==> src/rtl/lbc_stream_encoder.sv <==
// Streaming systematic linear block encoder.
// Encodes K-bit data words into N-bit codewords when they are accepted, buffers up to two
// codewords, and emits them either as parallel words or bit-serially (MSB first).
module lbc_stream_encoder #(
  parameter int unsigned          K           = 4,
  parameter int unsigned          N           = 14,
  parameter logic [(N-K)*K-1:0]   PARITY_MASK = 40'hDCBA976531,
  parameter int unsigned          CNT_W       = 16
) (
  input  logic             clk,
  input  logic             rst_n,
  input  logic             in_valid,
  output logic             in_ready,
  input  logic [K-1:0]     in_data,
  input  logic             mode_serial,
  output logic             out_valid,
  input  logic             out_ready,
  output logic [N-1:0]     out_word,
  output logic             out_bit,
  output logic             out_sop,
  output logic             out_eop,
  output logic             busy,
  output logic [CNT_W-1:0] word_count
);

  localparam int unsigned P     = N - K;
  localparam int unsigned IDX_W = $clog2(N);

  localparam logic [0:0] S_IDLE  = 1'b0;
  localparam logic [0:0] S_SHIFT = 1'b1;

  // Data bits on top, parity bit j is the XOR of the data bits selected by mask slice j.
  function automatic logic [N-1:0] encode(input logic [K-1:0] b);
    logic [N-1:0] c;
    c = '0;
    c[N-1 -: K] = b;
    for (int j = 0; j < P; j++) begin
      c[j] = ^(b & PARITY_MASK[j*K +: K]);
    end
    return c;
  endfunction

  logic [N-1:0]     mem_q [2];
  logic             wr_ptr_q, rd_ptr_q;
  logic [1:0]       occ_q, occ_d;
  logic             mode_q, mode_d;
  logic [0:0]       state_q, state_d;
  logic [IDX_W-1:0] idx_q, idx_d;
  logic [CNT_W-1:0] word_count_q;
  logic             ready_en_q;

  logic         push, pop, xfer, last_bit;
  logic [N-1:0] head;

  assign head      = mem_q[rd_ptr_q];
  assign busy      = (occ_q != 2'd0);
  // ready_en_q keeps in_ready low until the first clock edge after reset release.
  assign in_ready  = ready_en_q & (occ_q != 2'd2);
  assign push      = in_valid & in_ready;
  assign out_valid = mode_q ? (state_q == S_SHIFT) : busy;
  assign xfer      = out_valid & out_ready;
  assign last_bit  = (idx_q == IDX_W'(0));
  assign pop       = xfer & (~mode_q | last_bit);

  assign out_word   = out_valid ? head : '0;
  assign out_bit    = mode_q & out_valid & head[idx_q];
  assign out_sop    = mode_q & out_valid & (idx_q == IDX_W'(N - 1));
  assign out_eop    = mode_q & out_valid & last_bit;
  assign word_count = word_count_q;

  // Next-state for occupancy, serial index, FSM and run-time mode.
  always_comb begin
    occ_d = occ_q;
    case ({push, pop})
      2'b10:   occ_d = occ_q + 2'd1;
      2'b01:   occ_d = occ_q - 2'd1;
      default: occ_d = occ_q;
    endcase

    idx_d = idx_q;
    if (mode_q && xfer) begin
      idx_d = last_bit ? IDX_W'(N - 1) : idx_q - IDX_W'(1);
    end

    // Mode can only change while drained, so mode_q is the mode of any word still buffered.
    state_d = (mode_q && (occ_d != 2'd0)) ? S_SHIFT : S_IDLE;

    mode_d = (!busy && !push) ? mode_serial : mode_q;
  end

  // Buffer storage, pointers and control state.
  always_ff @(posedge clk or negedge rst_n) begin
    if (!rst_n) begin
      mem_q        <= '{default: '0};
      wr_ptr_q     <= 1'b0;
      rd_ptr_q     <= 1'b0;
      occ_q        <= 2'd0;
      mode_q       <= 1'b0;
      state_q      <= S_IDLE;
      idx_q        <= IDX_W'(N - 1);
      word_count_q <= '0;
      ready_en_q   <= 1'b0;
    end else begin
      if (push) begin
        mem_q[wr_ptr_q] <= encode(in_data);
        wr_ptr_q        <= ~wr_ptr_q;
      end
      if (pop) begin
        rd_ptr_q     <= ~rd_ptr_q;
        word_count_q <= word_count_q + CNT_W'(1);
      end
      occ_q      <= occ_d;
      mode_q     <= mode_d;
      state_q    <= state_d;
      idx_q      <= idx_d;
      ready_en_q <= 1'b1;
    end
  end

endmodule

==> config.mk <==
export PLATFORM = sky130hd
export DESIGN_NAME = lbc_stream_encoder
export DESIGN_NICKNAME = d
export VERILOG_FILES = /design/src/rtl/lbc_stream_encoder.sv
export SDC_FILE = /design/constraint.sdc
export NUM_CORES = 1
export LEC_CHECK = 0
export ABC_CLOCK_PERIOD_IN_PS = 2000
export CAP_MARGIN = 20
export CORE_AREA = 2 2 78 80
export CTS_CLUSTER_SIZE = 12
export DETAILED_ROUTE_END_ITERATION = 12
export DIE_AREA = 0 0 80 82
export PLACE_DENSITY = 0.78
export SETUP_SLACK_MARGIN = 0.05
export SYNTH_ARGS = -nofsm -noshare
export SYNTH_HDL_FRONTEND = slang
export SYNTH_SLANG_ARGS = --single-unit
==> constraint.sdc <==
create_clock -name clk -period 2 [get_ports clk]
set_input_delay 0.4 -clock clk [delete_from_list [all_inputs] [get_ports clk]]
set_output_delay 0.4 -clock clk [all_outputs]
set_load 0.01 [all_outputs]
==> summary.md <==
| Metric | Value |
|---|---|
| Drt drc | `0` |
| Post-route setup slack | `-509 ps` |
| Fill cell count | `420` |
| Hold WC Path Type | `primary input to asynchronous set/reset pin` |
| Syn_nets | `240` |
| Antenna diodes | `0` |
| RePlAce Congestion | `0.800` |
| CP max-delay cell | `dfrtp_2` |
| Wire per inst | `between 15 and 20 um` |
| # H-tree levels | `2` |
| Cts hold-fix bufs | `0` |
| Max Clock Skew | `11.3 ps` |
| FFs w/ async S/R, synth | `100%` |
| Dpl ws | `-479 ps` |
| Clock Tree Root | `clkbuf_8` |
| Layout Nets | `325` |
| Area after DPL | `approximately 0.0033 sq mm` |
| Ports | `45` |
| Initial Utilization | `45.1%` |
| Status | `complete, but fails checks` |
| Port Buffers | `44` |
| Violated checks | `negative setup slack` |
| Yosys warning count | `0` |
| First DRT Iteration DRCs | `147` |
| Hold WS | `41.2 ps` |
| Post-synth top cells | `dfrtp_1 (50), xnor2_1 (27), nand2_1 (22)` |
| Total GRT Usage | `21.3%` |
| Row count | `28` |
| Final worst-path cycle share | `125%` |
| Sink Count | `53` |
| DPL Wire Length | `4260 um` |
| Most frequent cell after synthesis | `dfrtp_1` |
| Width of the die | `around 80 um` |
| Area growth syn-to-layout | `46.7%` |
| PD cells | `about 1800 mW/mm^2` |
| Avg Inst Size Synth | `11.3 sq um` |
| Family with the most delay on the worst path | `multiplexers` |
| Tot Pwr | `approximately 6.8 mW` |
| R2R Path Start | `idx_q[0]` |
| Drt total wl | `7240 um` |
| Pins Over Slew Limit | `0` |
| Max-cap viol count | `0` |
| Setup TNS | `-594 ps` |
| Critical path arrival | `2110 ps` |
| R2R depth | `10` |
| Finished Cell Area | `0.00380 sq mm` |
| Number of global-route vias before repair | `2207` |
| Largest cells by area after synthesis | `dfrtp_1 (48%), xnor2_1 (9.1%), mux2_2 (7.4%)` |
| CP cell instances | `buf_12, buf_4, mux2i_2, mux4_2, nand2_1, and3_4, buf_6` |
| CP Buf/Inv Count | `3` |
| Via-to-Cell Ratio | `5.47` |
| Synth Register Bits | `53` |
| Final Hold Fails | `0` |
| Main flop type after synthesis | `dfrtp_1` |
| Worst reg2reg endpoint | `state_q` |
| DIE HEIGHT | `just over 80 um` |
| RSZ-0062 raised after global routing | `true` |
| Post-synthesis cell count | `229` |
| Leakage | `1.67 nW` |
| Deepest clock path buffer count | `2` |
| Worst setup SP type | `flip-flop` |
| Number of routed nets with antenna violations | `0` |
| CP Class | `flip-flop to output port` |
| Cell variety after synth | `39` |
| Final Core Density | `around two thirds` |
| Synth area leader | `dfrtp_1` |
| F_max | `approximately 400 MHz` |
| Grt ovf | `0` |
| Placed Cells | `around 370` |
| CP Max Fanout | `7` |
| Crit path capture type | `output port` |
| First-pass DRT Iterations | `4` |
| DIE AREA | `between 0.006 and 0.007 sq mm` |
| Peak supply drop | `0.861 mV` |
| CP max stage delay | `470 ps` |
| Total core area | `0.00575 sq mm` |
| Final Setup Violations | `3` |
| Fin cells | `390` |
| Vias post-DR | `2132` |
| CTS tree | `done` |
| Initial antenna violation count | `0` |
| First-pass GRT wire length | `about 11000 um` |
| Proportion of netlist area held by the largest area contributor | `48.2%` |
| R2r setup slk | `about 20 ps` |
| Post-synth EDFFs | `0` |
| TritonCTS Buffers | `5` |
| Fin crit period | `2510 ps` |
| Layout cell share with drive strength beyond 1 | `44.1%` |
| Worst-Skew Late Latency | `310 ps` |
| Netlist Area Pre-Place | `0.00259 sq mm` |
| Largest net degree at the start of global routing | `23` |
| Clock slew at reported path FFs | `110 ps` |
| Seq/Total Area, Yosys | `51.3%` |
| CP required | `1600 ps` |
[worst register-to-register path, stage by stage, from the launching register on]
cell	delay, ps
dfstp_2	590
buf_6	120
buf_6	100
nor2_4	40
a31oi_4	240
nor2b_4	80
ha_4	160
xnor2_2	140
nor2_2	70
xnor2_2	130
o21a_1	190
[kinds of logic after synthesis]
| logic type | count (synthesis) | share of synthesized area [%] |
|---|---|---|
| compound gates | 21 | 4.78 |
| flops | 53 | 51.3 |
| simple gates | 72 | 13.8 |
| fa+ha+maj | 2 | 0.965 |
| mux | 33 | 15.0 |
| xor+xnor | 31 | 10.5 |
| other cells | 1 | 0.145 |
| buf+inv | 16 | 3.57 |
[worst max path at each step]
| stage | start | to | slack [ps] | cells after the start |
|---|---|---|---|---|
| final | rd_ptr_q | out_bit | -510 | 7 |
| after global placement | rd_ptr_q | out_bit | -420 | 6 |
| after detailed placement | rd_ptr_q | out_bit | -480 | 6 |
| after global routing | rd_ptr_q | out_bit | -540 | 7 |
| after CTS | rd_ptr_q | out_bit | -430 | 6 |
| after floorplan | idx_q[2] | state_q | 40 | 9 |
[what timing repair did]
action	CTS	global route
pin swaps	14	16
gates cloned	2	0
setup endpoints to repair	21	25
setup buffers	13	5
gates resized for setup	105	58
[final cells by class]
type                       count  area, sq um  share of cell area (%)
timing repair buffer          91          831                    21.8
clock buffer                   5         68.8                    1.81
sequential                    53         1330                    35.0
multi-input combinational    160         1420                    37.4
inverter                       3         11.3                   0.296
tap                           75         93.8                    2.47
clock inverter                 3         47.5                    1.25
[cell usage in the layout (no fill, tap or decap), types with 8 or more instances in the layout]
cell	n
dfrtp_1	49
buf_4	34
xnor2_1	25
clkdlybuf4s50_1	23
nand2_1	22
buf_6	20
o21ai_0	13
mux2_2	12
nor2_4	11
nand3_1	8
[state kept, by name (all words and copies together), names as in the netlist]
register and flops:
mode_q 1, mem_q 26, rd_ptr_q 1, ready_en_q 1, occ_q 2, idx_q 4
word_count 16, wr_ptr_q 1, state_q 1
[report_power, final]
group          switching [mW]  total [mW]  internal, mW
registers               0.469        1.99          1.52
clock network           0.380       0.762         0.383
logic                    1.80        4.08          2.28
[routing by layer]
metal  share of wire, %  GRT usage (%)  vias to the layer above
met5                  0              0                        -
met4                2.6           6.10                        0
met3                4.1           4.51                       25
met2                 54           39.4                       61
met1                 39           25.0                     1097
li1                   -              -                      949
No activity file was read; power rests on OpenSTA's default activity.
